## src/rtl/mos6502_pkg.sv

```systemverilog
// Shared types for the 6502 load/store core: state encoding, addressing modes,
// register selectors and the opcodes the decoder recognises.
package mos6502_pkg;

    typedef enum logic [2:0] {
        RESET, FETCH, IMM, ZP, ABSL, ABSH, DATA, NOP
    } state_t;

    typedef enum logic [2:0] {
        MODE_NONE, MODE_IMM, MODE_ZP, MODE_ABS, MODE_ABSX, MODE_ABSY
    } mode_t;

    typedef enum logic [1:0] {
        REG_A, REG_X, REG_Y
    } reg_sel_t;

    typedef struct packed {
        mode_t    mode;
        logic     is_load;
        logic     is_store;
        reg_sel_t reg_sel;
    } dec_t;

    localparam logic [7:0] OP_LDA_IMM  = 8'hA9;
    localparam logic [7:0] OP_LDA_ZP   = 8'hA5;
    localparam logic [7:0] OP_LDA_ABS  = 8'hAD;
    localparam logic [7:0] OP_LDA_ABSX = 8'hBD;
    localparam logic [7:0] OP_LDA_ABSY = 8'hB9;
    localparam logic [7:0] OP_LDX_IMM  = 8'hA2;
    localparam logic [7:0] OP_LDX_ZP   = 8'hA6;
    localparam logic [7:0] OP_LDX_ABS  = 8'hAE;
    localparam logic [7:0] OP_LDX_ABSY = 8'hBE;
    localparam logic [7:0] OP_LDY_IMM  = 8'hA0;
    localparam logic [7:0] OP_LDY_ZP   = 8'hA4;
    localparam logic [7:0] OP_LDY_ABS  = 8'hAC;
    localparam logic [7:0] OP_LDY_ABSX = 8'hBC;
    localparam logic [7:0] OP_STA_ZP   = 8'h85;
    localparam logic [7:0] OP_STA_ABS  = 8'h8D;
    localparam logic [7:0] OP_STA_ABSX = 8'h9D;
    localparam logic [7:0] OP_STA_ABSY = 8'h99;
    localparam logic [7:0] OP_STX_ZP   = 8'h86;
    localparam logic [7:0] OP_STX_ABS  = 8'h8E;
    localparam logic [7:0] OP_STY_ZP   = 8'h84;
    localparam logic [7:0] OP_STY_ABS  = 8'h8C;
    localparam logic [7:0] OP_NOP      = 8'hEA;

    localparam dec_t DEC_NOP = '{MODE_NONE, 1'b0, 1'b0, REG_A};

endpackage

```

## src/rtl/mos6502_ldst_decode.sv

```systemverilog
// Combinational opcode decoder; anything not in the load/store table decodes as NOP.
module mos6502_ldst_decode
    import mos6502_pkg::*;
#(
    parameter bit INDEX_EN = 1'b1
) (
    input  logic [7:0] opcode,
    output dec_t       dec
);

    dec_t raw;

    always_comb begin
        raw = DEC_NOP;
        case (opcode)
            OP_LDA_IMM:  raw = '{MODE_IMM,  1'b1, 1'b0, REG_A};
            OP_LDA_ZP:   raw = '{MODE_ZP,   1'b1, 1'b0, REG_A};
            OP_LDA_ABS:  raw = '{MODE_ABS,  1'b1, 1'b0, REG_A};
            OP_LDA_ABSX: raw = '{MODE_ABSX, 1'b1, 1'b0, REG_A};
            OP_LDA_ABSY: raw = '{MODE_ABSY, 1'b1, 1'b0, REG_A};
            OP_LDX_IMM:  raw = '{MODE_IMM,  1'b1, 1'b0, REG_X};
            OP_LDX_ZP:   raw = '{MODE_ZP,   1'b1, 1'b0, REG_X};
            OP_LDX_ABS:  raw = '{MODE_ABS,  1'b1, 1'b0, REG_X};
            OP_LDX_ABSY: raw = '{MODE_ABSY, 1'b1, 1'b0, REG_X};
            OP_LDY_IMM:  raw = '{MODE_IMM,  1'b1, 1'b0, REG_Y};
            OP_LDY_ZP:   raw = '{MODE_ZP,   1'b1, 1'b0, REG_Y};
            OP_LDY_ABS:  raw = '{MODE_ABS,  1'b1, 1'b0, REG_Y};
            OP_LDY_ABSX: raw = '{MODE_ABSX, 1'b1, 1'b0, REG_Y};
            OP_STA_ZP:   raw = '{MODE_ZP,   1'b0, 1'b1, REG_A};
            OP_STA_ABS:  raw = '{MODE_ABS,  1'b0, 1'b1, REG_A};
            OP_STA_ABSX: raw = '{MODE_ABSX, 1'b0, 1'b1, REG_A};
            OP_STA_ABSY: raw = '{MODE_ABSY, 1'b0, 1'b1, REG_A};
            OP_STX_ZP:   raw = '{MODE_ZP,   1'b0, 1'b1, REG_X};
            OP_STX_ABS:  raw = '{MODE_ABS,  1'b0, 1'b1, REG_X};
            OP_STY_ZP:   raw = '{MODE_ZP,   1'b0, 1'b1, REG_Y};
            OP_STY_ABS:  raw = '{MODE_ABS,  1'b0, 1'b1, REG_Y};
            default:     raw = DEC_NOP;
        endcase

        dec = raw;
        if (!INDEX_EN && (raw.mode == MODE_ABSX || raw.mode == MODE_ABSY))
            dec = DEC_NOP;
    end

endmodule

```

## src/rtl/mos6502_ldst_core.sv

```systemverilog
// 6502 load/store subset: LDA/LDX/LDY/STA/STX/STY over imm, zp, abs, abs,X, abs,Y
// with N/Z flags, rdy stall and sync strobe. Write data is 'wdata' since 'do' is a keyword.
module mos6502_ldst_core
    import mos6502_pkg::*;
#(
    parameter logic [15:0] RESET_PC = 16'h0000,
    parameter logic [7:0]  ZP_BASE  = 8'h00,
    parameter bit          INDEX_EN = 1'b1
) (
    input  logic        clk,
    input  logic        reset,
    input  logic        rdy,
    input  logic [7:0]  di,
    output logic [7:0]  wdata,
    output logic [15:0] ab,
    output logic        we,
    output logic        sync,
    output logic [7:0]  reg_a,
    output logic [7:0]  reg_x,
    output logic [7:0]  reg_y,
    output logic        flag_n,
    output logic        flag_z
);

    state_t      state, state_nxt;
    dec_t        dec_fetch, ir;
    logic [15:0] pc;
    logic [7:0]  adl, adh;
    logic [7:0]  index, src;
    logic [15:0] eff;
    logic        load_en;

    mos6502_ldst_decode #(.INDEX_EN(INDEX_EN)) u_decode (
        .opcode (di),
        .dec    (dec_fetch)
    );

    // State register
    always_ff @(posedge clk or negedge reset) begin
        if (!reset)
            state <= RESET;
        else if (rdy)
            state <= state_nxt;
    end

    // Next-state logic
    always_comb begin
        state_nxt = FETCH;
        case (state)
            RESET: state_nxt = FETCH;
            FETCH: begin
                case (dec_fetch.mode)
                    MODE_IMM:                      state_nxt = IMM;
                    MODE_ZP:                       state_nxt = ZP;
                    MODE_ABS, MODE_ABSX, MODE_ABSY: state_nxt = ABSL;
                    default:                       state_nxt = NOP;
                endcase
            end
            IMM:     state_nxt = FETCH;
            ZP:      state_nxt = DATA;
            ABSL:    state_nxt = ABSH;
            ABSH:    state_nxt = DATA;
            DATA:    state_nxt = FETCH;
            NOP:     state_nxt = FETCH;
            default: state_nxt = FETCH;
        endcase
    end

    always_comb begin
        case (ir.reg_sel)
            REG_X:   src = reg_x;
            REG_Y:   src = reg_y;
            default: src = reg_a;
        endcase
    end

    // Bus outputs depend only on registered state, never on di.
    always_comb begin
        ab    = pc;
        we    = 1'b0;
        wdata = 8'h00;
        sync  = 1'b0;
        case (state)
            FETCH: sync = 1'b1;
            DATA: begin
                ab = {adh, adl};
                if (ir.is_store) begin
                    wdata = src;
                    we    = rdy;
                end
            end
            default: ;
        endcase
    end

    always_comb begin
        case (ir.mode)
            MODE_ABSX: index = reg_x;
            MODE_ABSY: index = reg_y;
            default:   index = 8'h00;
        endcase
    end

    assign eff     = {di, adl} + {8'h00, index};
    assign load_en = (state == IMM) || (state == DATA && ir.is_load);

    always_ff @(posedge clk or negedge reset) begin
        if (!reset) begin
            pc     <= RESET_PC;
            ir     <= DEC_NOP;
            adl    <= 8'h00;
            adh    <= 8'h00;
            reg_a  <= 8'h00;
            reg_x  <= 8'h00;
            reg_y  <= 8'h00;
            flag_n <= 1'b0;
            flag_z <= 1'b0;
        end else if (rdy) begin
            case (state)
                FETCH: begin
                    ir <= dec_fetch;
                    pc <= pc + 16'd1;
                end
                IMM: pc <= pc + 16'd1;
                ZP: begin
                    adl <= di;
                    adh <= ZP_BASE;
                    pc  <= pc + 16'd1;
                end
                ABSL: begin
                    adl <= di;
                    pc  <= pc + 16'd1;
                end
                ABSH: begin
                    {adh, adl} <= eff;
                    pc         <= pc + 16'd1;
                end
                default: ;
            endcase

            if (load_en) begin
                case (ir.reg_sel)
                    REG_X:   reg_x <= di;
                    REG_Y:   reg_y <= di;
                    default: reg_a <= di;
                endcase
                flag_n <= di[7];
                flag_z <= (di == 8'h00);
            end
        end
    end

endmodule
```

## config.mk

```make
export PLATFORM = sky130hd
export DESIGN_NAME = mos6502_ldst_core
export DESIGN_NICKNAME = d
export VERILOG_FILES = /design/src/rtl/mos6502_pkg.sv /design/src/rtl/mos6502_ldst_decode.sv /design/src/rtl/mos6502_ldst_core.sv
export SDC_FILE = /design/constraint.sdc
export NUM_CORES = 1
export LEC_CHECK = 0
export ABC_AREA = 1
export CAP_MARGIN = 30
export CORE_MARGIN = 4
export CORE_UTILIZATION = 50
export CTS_CLUSTER_SIZE = 30
export DETAILED_ROUTE_END_ITERATION = 16
export MAX_ROUTING_LAYER = met4
export PLACE_DENSITY = 0.74
export SYNTH_ARGS = -nofsm -noshare
export SYNTH_HDL_FRONTEND = slang
export SYNTH_SLANG_ARGS = --single-unit
```

## constraint.sdc

```tcl
create_clock -name clk -period 5.2 [get_ports clk]
set_clock_uncertainty 0.2 [all_clocks]
set_input_delay 0.52 -clock clk [delete_from_list [all_inputs] [get_ports clk]]
set_output_delay 0.52 -clock clk [all_outputs]
set_load 0.03 [all_outputs]
```

==> impl_metrics.ini, run 1 <==
[flow_run]
drv_cap = 0

[final_layout]
final_core_util_pct = 63.34
post_route_cells_drive_above_1_share_pct = 8.000
count_of_fill_cells_added_during_filler_insertion = 742
finalNetCount = 668
antenna-diode-count = 0
syn_to_final_growth_pct = 20.85

[pwr]
vdd.ir_drop.worst_mv = 0.2820
power.density_nw_per_um2 = 603.1
static-leakage-power_uw = 0.002530

[die]
core_region_area_um2 = 8382
width_of_the_die_um = 101.7
die-height_um = 101.7
num_io_pins = 63
placement_rows = 33
full_die_area_um2 = 10350
floorplan.initialDensity_pct = 52.41

[detailed_routing]
residual_drc_count = 0
antenna_left = 0
route.top_layer_used = met4
detailedRoute.firstPassIterationCount = 7
route.met2.wl_mm = 5.343
wl_met1_mm = 5.138
viasPerCell = 5.487
route.vias.total = 4143
drt-total-wl_mm = 11.32
met3_wirelength_um = 547
drt_first_iter_violations = 274
drt-wirelength-per-cell_um = 14.99

[min_path]
hp-class = in2async

[timing]
layout_worst_path_cycle_share_pct = 64.04
finalSetupViolations = 0
final_max_slew_viol_count = 0
max-slew-margin-rel_pct = 42.58
max_slew.worst_pin.slew_ns = 0.8613
rsz0062_at_grt = no
final-hold-violation-count = 0
timing.setup.tns_ns = 0
max_clock_freq_mhz = 300.3
finalCriticalPeriod_ns = 3.330

[critical_path]
type_of_element_capturing_the_critical_path = output pin
regToRegEndpoint = adh[4]
reg2reg_setup_slack_ns = 2.35
critPathSlowestCell = sky130_fd_sc_hd__clkdlybuf4s50_1
critical_path.max_stage_delay_ns = 0.71
critical_path.reg2reg.startpoint = ir[5]
critical_path_peak_fanout = 30
worst-endpoint-arrival_ns = 2.61
timing.critical_path.cells = nand2_2 -> nor2_2 -> buf_4 -> nand2_4 -> a211oi_2 -> clkdlybuf4s50_1
crit_path_start_kind = flop
worstPathRequired_ns = 4.48
path_class = reg2out
timing.reg2reg.worst_path_depth = 14

[yosys]
synth_mux_area_share_pct = 0
synth.yosys.seq_area_share_pct = 38.74
synth_fp_nets = 612
syn-instance-count = 589
yosys.area_share.simple_pct = 28.14
synthFlopType = sky130_fd_sc_hd__dfrtp_1
ys_top_cells_by_area = sky130_fd_sc_hd__dfrtp_1, sky130_fd_sc_hd__nand2_1, sky130_fd_sc_hd__inv_1
fraction_of_synthesized_cell_area_in_xor_and_xnor_cells_pct = 3.389
synth-async-reset-ratio_pct = 100.0
synth-seq-cells = 68
ys_types = 43
synth_top_family_by_area = simple AND/OR/NAND/NOR gates
synth_edf_count = 0
synth.cell_area_um2 = 4393
synth_adder_area_share_pct = 3.589
yosysWarnings = 0
synth_compound_gate_area_share_pct = 16.66
synth_top_cells_by_count = sky130_fd_sc_hd__nand2_1, sky130_fd_sc_hd__inv_1, sky130_fd_sc_hd__dfrtp_1
synth.largest_area_cell = sky130_fd_sc_hd__dfrtp_1
synth_most_common_cell = sky130_fd_sc_hd__nand2_1
netlist.area_leader.share_pct = 38.74
post_synth.cell_area_avg_um2 = 7.458

[cts]
cts.clk_slew.worst_paths_ns = 0.08
tritoncts = built
clock_tree.root_cell = sky130_fd_sc_hd__clkbuf_8
ctsHtreeMaxLevel = 3
cts.repair.resized = 0
worstSkewPairLatency_ns = 0.36
setup_fix_bufs_post_cts = 0
numClockSinks = 68
ctsLongestPathBuffers = 2
ctsHoldBuffers = 0
tritoncts.num_buffers = 9

[outcome]
run_status = finished, final reports clean

[global_routing]
grt_pass1_vias = 4050
grt_usage_pct = 24.30
pin_count_of_the_biggest_net_entering_global_routing = 69
grt_antenna_before_repair = 0
grt_pass1_wl_mm = 19.34
globalRoute.totalOverflow = 0

[place]
final_weighted_congestion_in_routability_driven_placement = 0.9523
place.port_buffers = 62
dp_hpwl_mm = 8.435
[where the power goes]
part | leakage, uW | switching, uW | internal [uW]
logic | 0.00161 | 1090 | 620
registers | 0.000801 | 201 | 750
clock network | 0.000120 | 221 | 320
[cell usage in the layout, fill, tap and decap left out, drive strengths merged, types with 11 or more instances in the layout]
cell             n
clkdlybuf4s50   61
ha              11
o21ai           65
nand3           37
inv             86
a21oi           11
dfrtp           68
nand2          164
xor2            15
nor2            51
[flip-flops by register name (all words and copies together) (netlist names)]
name / cells
adh: 8
reg_x: 8
state: 3
flag_n: 1
ir: 7
flag_z: 1
pc: 16
adl: 8
reg_a: 8
reg_y: 8
[final cells by class]
cell class                 instances  area (um^2)  share of cell area [%]
clock inverter                     6        112.6                   2.121
clock buffer                      10        127.6                   2.404
tap                              105        131.4                   2.475
multi-input combinational        416         2277                   42.89
timing repair buffer              64        630.6                   11.88
sequential                        68         1702                   32.05
inverter                          86        327.8                   6.175
[cell families after synthesis]
family	Yosys count
and+or+nand+nor	272
xor gates and xnor gates	17
adders and majority gates	12
DFF	68
buffers and inverters	105
AOI/OAI and AO/OA	115
[how the worst max path moves through the flow]
stage / startpoint / end / slack [ns]
3_3_place_gp: state[2] / wdata[7] / 2.33
4_1_cts: state[2] / wdata[2] / 1.88
6_report: state[2] / wdata[2] / 1.87
5_1_grt: state[1] / wdata[2] / 1.76
3_5_place_dp: state[2] / wdata[7] / 2.27
2_1_floorplan: ir[0] / wdata[5] / 2.64
[layer usage]
| layer | global-route usage, % | up-vias |
|---|---|---|
| li1 | - | 2040 |
| met1 | 32.10 | 1952 |
| met2 | 38.18 | 123 |
| met3 | 3.444 | 28 |
| met4 | 8.691 | 0 |
| met5 | - | - |
[per-stage QoR]
step                      std cells  setup slack, ns  hold slack [ns]  cell area, um^2  power (uW)
after floorplan                 589            2.641          0.02441             4393        2081
after global placement          739            2.331           0.2652             5069        2625
after detailed placement        739            2.268           0.2725             5069        2666
after CTS                       755            1.878           0.1930             5309        3212
after global routing            755            1.762           0.2283             5309        3436
final                           755            1.870           0.1569             5309        3202
[worst max-delay path, delay by kind of cell, from the launching register on]
kind	cells	cell delay, ns
buffers and inverters	2	1.00
AO/OA/AOI/OAI	1	0.26
flip-flops	1	0.55
AND/OR/NAND/NOR	3	0.44
Note: power is estimated with default switching activity, not from simulation.
==> run 2: changes to the inputs <==
==> constraint.sdc (replaced) <==
create_clock -name clk -period 3.1 [get_ports clk]
set_clock_uncertainty 0.2 [all_clocks]
set_input_delay 0.31 -clock clk [delete_from_list [all_inputs] [get_ports clk]]
set_output_delay 0.31 -clock clk [all_outputs]
set_load 0.03 [all_outputs]
==> run 2 against run 1 <==
- via count is 1.7% higher
- flip-flop and latch count unchanged
- die area stayed put
- clock power up 54%
- final area increased by 1.2%
- worst hold slack improved by 0.13 ns
- count of clock-buffer cells in the layout did not move
- final cell count increased by 1.1%
- first-iteration DRC count shrank 9.1%
- worst setup slack worse by 1.7 ns
==> impl_metrics.ini, run 2 (synthesis results as in run 1) <==
[global_routing]
grt_antenna_before_repair = 0
grt_pass1_vias = 4029
grt_usage_pct = 25.09
globalRoute.totalOverflow = 0
pin_count_of_the_biggest_net_entering_global_routing = 69
grt_pass1_wl_mm = 19.73

[pwr]
power.density_nw_per_um2 = 997.6
static-leakage-power_uw = 0.002552
vdd.ir_drop.worst_mv = 0.4044

[place]
dp_hpwl_mm = 8.865
place.port_buffers = 62
final_weighted_congestion_in_routability_driven_placement = 0.9554
postPlaceCellArea_um2 = 5134

[die]
core_region_area_um2 = 8382
placement_rows = 33
num_io_pins = 63
full_die_area_um2 = 10350
die-height_um = 101.7
width_of_the_die_um = 101.7
floorplan.initialDensity_pct = 52.41

[cts]
cts.clk_slew.worst_paths_ns = 0.08
ctsLongestPathBuffers = 2
clock_tree.root_cell = sky130_fd_sc_hd__clkbuf_8
ctsHtreeMaxLevel = 3
tritoncts = built
setup_fix_bufs_post_cts = 0
numClockSinks = 68
worstSkewPairLatency_ns = 0.34
tritoncts.num_buffers = 9

[critical_path]
type_of_element_capturing_the_critical_path = output pin
critical_path_peak_fanout = 29
worstPathRequired_ns = 2.59
worst-endpoint-arrival_ns = 2.38
crit_path_start_kind = flop
path_class = reg2out

[final_layout]
antenna-diode-count = 0
syn_to_final_growth_pct = 22.33
layout.cells.most_common_list = sky130_fd_sc_hd__nand2_1, sky130_fd_sc_hd__inv_1, sky130_fd_sc_hd__dfrtp_1
finalNetCount = 676
post_route_cells_drive_above_1_share_pct = 9.574
largest_register_ff_count = 16
largest-register = pc
final_common_cell = sky130_fd_sc_hd__nand2_1
final_area_um2 = 5374
count_of_fill_cells_added_during_filler_insertion = 737

[min_path]
hp-class = reg2reg

[detailed_routing]
drt-total-wl_mm = 11.88
route.vias.total = 4213
residual_drc_count = 0
route.top_layer_used = met4
viasPerCell = 5.522
route.met2.wl_mm = 5.778
drt_first_iter_violations = 249
met3_wirelength_um = 654
drt-wirelength-per-cell_um = 15.57
wl_met1_mm = 5.107
detailedRoute.firstPassIterationCount = 5
antenna_left = 0

[timing]
finalCriticalPeriod_ns = 2.889
finalSetupViolations = 0
timing.setup.tns_ns = 0
rsz0062_at_grt = no
final-hold-violation-count = 0
max_clock_freq_mhz = 346.1
max_slew.worst_pin.slew_ns = 0.7295
layout_worst_path_cycle_share_pct = 93.19
final_max_slew_viol_count = 0
max-slew-margin-rel_pct = 51.00

[outcome]
run_status = finished, final reports clean

[flow_run]
drv_cap = 0
-- run 2: cell types whose count changed in the layout (fill, tap and decap cells not counted), sizes merged --
cell,before,now
clkinvlp,0,3
clkinv,3,1
bufinv,3,2
dlygate4sd3,0,1
buf,3,10
-- run 2: per-stage QoR --
stage | hold slack, ns | utilization (%) | total power (uW) | worst slack [ns] | cells
final | 0.2868 | 64.11 | 5361 | 0.2110 | 763
after CTS | 0.2897 | 64.05 | 5375 | 0.06615 | 763
after global routing | 0.3098 | 64.11 | 5744 | 0.02743 | 763
after floorplan | -0.1856 | - | 3491 | 0.6745 | 589
after global placement | 0.1593 | 61.25 | 4429 | 0.3858 | 746
after detailed placement | 0.1627 | 61.25 | 4514 | 0.3629 | 746
-- run 2: report_power, final --
group	total, uW	internal [uW]	leakage [uW]	switching, uW
Sequential	1610	1260	0.000799	350
Combinational	2920	1070	0.00165	1850
Clock	833	473	0.000105	360
-- run 2: worst max-delay path, stage by stage, from the launching register on --
cell	delay (ns)
sky130_fd_sc_hd__dfrtp_2	0.48
sky130_fd_sc_hd__nand2_2	0.12
sky130_fd_sc_hd__nor2_2	0.16
sky130_fd_sc_hd__buf_4	0.28
sky130_fd_sc_hd__inv_1	0.12
sky130_fd_sc_hd__o21ai_0	0.17
sky130_fd_sc_hd__clkdlybuf4s50_1	0.69
-- run 2: area by class of cell --
type                            count  area [um^2]  area share [%]
Clock buffer                       10        137.6           2.561
Tap cell                          105        131.4           2.445
Multi-Input combinational cell    416         2280           42.42
Timing Repair Buffer               72        705.7           13.13
Inverter                           86        327.8           6.100
Sequential cell                    68         1704           31.71
Clock inverter                      6        87.58           1.630
-- run 2: repair_timing --
| action | CTS | global route |
|---|---|---|
| endpoints found under the setup margin | 0 | 12 |
| hold endpoints to repair | 68 | 0 |
| hold buffers | 1 | 0 |
| resized for setup | 0 | 3 |
-- run 2: path summary, 6_finish.rpt --
| check | start | to | slack (ns) | cells past startpoint |
|---|---|---|---|---|
| worst max-delay path | state[2] | ab[1] | 0.21 | 6 |
| min in group asynchronous | reset | reg_a[2] | 0.32 | 3 |
| max in group asynchronous | reset | state[1] | 2.07 | 3 |
| worst max register to register | ir[5] | adh[4] | 0.31 | 14 |
| worst min-delay path | flag_z | flag_z | 0.29 | 2 |
| worst min register to register | flag_z | flag_z | 0.29 | 2 |
-- run 2: routing by layer --
layer  up-vias  global-route usage, %
li1       2053                      -
met2       158                  39.39
met4         0                  9.202
met5         -                      -
met1      1969                  32.78
met3        33                  4.063
==> run 3: changes to the inputs <==
--- a/config.mk
+++ b/config.mk
@@ -8,11 +8,12 @@
 export ABC_AREA = 1
 export CAP_MARGIN = 30
 export CORE_MARGIN = 4
-export CORE_UTILIZATION = 50
+export CORE_UTILIZATION = 61
 export CTS_CLUSTER_SIZE = 30
 export DETAILED_ROUTE_END_ITERATION = 16
+export DONT_BUFFER_PORTS = 1
 export MAX_ROUTING_LAYER = met4
-export PLACE_DENSITY = 0.74
+export PLACE_DENSITY = 0.77
 export SYNTH_ARGS = -nofsm -noshare
 export SYNTH_HDL_FRONTEND = slang
 export SYNTH_SLANG_ARGS = --single-unit
==> run 3 against run 2 <==
- combinational power down 26%
- worst hold slack worse by 0.28 ns
- fmax up 4.4%
- register-to-register slack better by 0.02 ns
- utilization up 7.2 points
- clock power up 7.3%
- final area down 8.3%
- critical endpoint is now adh[4]
- largest cell class unchanged
==> impl_metrics.ini, run 3 (synthesis results as in run 1) <==
[critical_path]
critical_path_peak_fanout = 8
cell_seen_most_often_among_critical_path_stages = sky130_fd_sc_hd__nand2_1
timing.reg2reg.worst_path_depth = 14
critical_path.reg2reg.startpoint = ir[5]
cpLargestDelayFamily = simple AND/OR/NAND/NOR gates
worst-endpoint-arrival_ns = 2.79
crit_path_start_kind = flop
type_of_element_capturing_the_critical_path = flop
path_depth = 14
worstPathRequired_ns = 3.13
critPathSlowestCell = sky130_fd_sc_hd__fa_1
reg2reg_setup_slack_ns = 0.33
crit_buf_inv = 3
regToRegEndpoint = adh[4]
path_class = reg2reg
critical_path.max_stage_delay_ns = 0.39
timing.critical_path.cells = inv_1 -> nand3_1 -> o22ai_1 -> ha_1 -> inv_1 -> fa_1 -> inv_1 -> nand3_1 -> nand2_1 -> nand2_1 -> nand2_1 -> nand3_1 -> o211ai_1 -> nand2_1

[timing]
finalCriticalPeriod_ns = 2.766
final-hold-violation-count = 0
layout_worst_path_cycle_share_pct = 89.24
max-slew-margin-rel_pct = 51.33
final_max_slew_viol_count = 0
finalSetupViolations = 0
max_slew.worst_pin.slew_ns = 0.7300
rsz0062_at_grt = no
timing.setup.tns_ns = 0
max_clock_freq_mhz = 361.5

[pwr]
static-leakage-power_uw = 0.002419
report.power.total_uw = 5003
vdd.ir_drop.worst_mv = 0.5995
power.density_nw_per_um2 = 1015

[detailed_routing]
drt-wirelength-per-cell_um = 16.72
route.vias.total = 4135
residual_drc_count = 0
detailedRoute.firstPassIterationCount = 5
antenna_left = 0
drt-total-wl_mm = 11.89
drt_first_iter_violations = 258
viasPerCell = 5.816

[min_path]
hold_depth = 4
min-delay-start = di[6]
whs_endpoint = adl[6]
hp-class = in2reg

[global_routing]
pin_count_of_the_biggest_net_entering_global_routing = 69
gr-max-usage-layer = met2
globalRoute.totalOverflow = 0
grt_usage_pct = 29.87
grt_pass1_vias = 4042
grt_antenna_before_repair = 0
gr-usage-met3_pct = 5.524
met2_usage_pct = 45.83
grt_pass1_wl_mm = 19.82
grt.met1_usage_pct = 39.64

[flow_run]
drv_cap = 0

[final_layout]
layout.cells.most_common_list = sky130_fd_sc_hd__nand2_1, sky130_fd_sc_hd__inv_1, sky130_fd_sc_hd__dfrtp_1
final_core_util_pct = 71.36
syn_to_final_growth_pct = 12.19
finalNetCount = 633
final_common_cell = sky130_fd_sc_hd__nand2_1
antenna-diode-count = 0
post_layout_nonfiller_instances = 711
count_of_fill_cells_added_during_filler_insertion = 576
post_route_cells_drive_above_1_share_pct = 11.22
largest-register = pc
largest_register_ff_count = 16

[cts]
numClockSinks = 68
tritoncts.num_buffers = 9
cts.repair.resized = 0
worstSkewPairLatency_ns = 0.35
tritoncts = built
ctsHtreeMaxLevel = 3
clock_tree.root_cell = sky130_fd_sc_hd__clkbuf_8
ctsLongestPathBuffers = 2
cts.clk_slew.worst_paths_ns = 0.08

[die]
full_die_area_um2 = 8623
floorplan.initialDensity_pct = 63.61
core_region_area_um2 = 6907
die-height_um = 92.86
width_of_the_die_um = 92.86
num_io_pins = 63
placement_rows = 30

[place]
dp_hpwl_mm = 8.339
place.port_buffers = 0
final_weighted_congestion_in_routability_driven_placement = 0.9683
placedCellCount = 684

[outcome]
run_status = finished, final reports clean
-- run 3: cell types whose count changed in the layout (fill, tap and decap cells not counted), moves of 2 or more --
cell	change
sky130_fd_sc_hd__clkdlybuf4s50_1	-61
sky130_fd_sc_hd__buf_4	+10
sky130_fd_sc_hd__dlygate4sd3_1	+9
sky130_fd_sc_hd__dfrtp_1	+2
sky130_fd_sc_hd__dfrtp_2	-2
-- run 3: cell type report --
class / instances / area (um^2) / share of cell area (%)
clock buffers: 9 / 123.9 / 2.513
inverters: 86 / 327.8 / 6.651
clock inverters: 7 / 115.1 / 2.336
multi-input cells: 416 / 2277 / 46.20
repair buffers: 29 / 262.8 / 5.331
flip-flops and latches: 68 / 1702 / 34.53
well taps: 96 / 120.1 / 2.437
-- run 3: worst min-delay path: stages --
cell and delay (ns):
sky130_fd_sc_hd__o21ai_0 0.06, sky130_fd_sc_hd__inv_1 0.05, sky130_fd_sc_hd__nand2_1 0.05, sky130_fd_sc_hd__nand2_1 0.05
-- run 3: worst max-delay path by stage --
stage	slack (ns)	start	end
after floorplan	0.67	ir[5]	adh[4]
after global placement	0.48	ir[5]	adh[6]
after detailed placement	0.40	ir[5]	adh[4]
after CTS	0.37	ir[5]	adh[4]
after global routing	0.06	ir[5]	adh[4]
final	0.33	ir[5]	adh[4]
-- run 3: what timing repair did --
| action | 4_1_cts | 5_1_grt |
|---|---|---|
| setup endpoints to repair | 0 | 0 |
| hold buffers | 11 | 0 |
| setup buffers | 0 | 0 |
| endpoints found under the hold margin | 103 | 0 |
-- run 3: per-layer routing --
layer	share of wire, %	routed length [um]
met5	0	0
met4	2.2	264
met3	7.4	884
met2	47	5611
met1	43	5130
-- run 3: metrics by stage --
stage	worst slack, ns	cell area (um^2)	hold slack, ns
5_1_grt	0.06054	4928	0.01989
3_5_place_dp	0.4033	4562	-0.1840
3_3_place_gp	0.4803	4562	-0.1842
6_report	0.3335	4928	0.005285
4_1_cts	0.3659	4928	0.003816
2_1_floorplan	0.6745	4393	-0.1856
-- run 3: report_power, final --
group          switching, uW  leakage (uW)  internal (uW)
sequential               686      0.000801           1250
clock                    362      0.000115            531
combinational           1450       0.00150            725
total                   2500       0.00242           2510
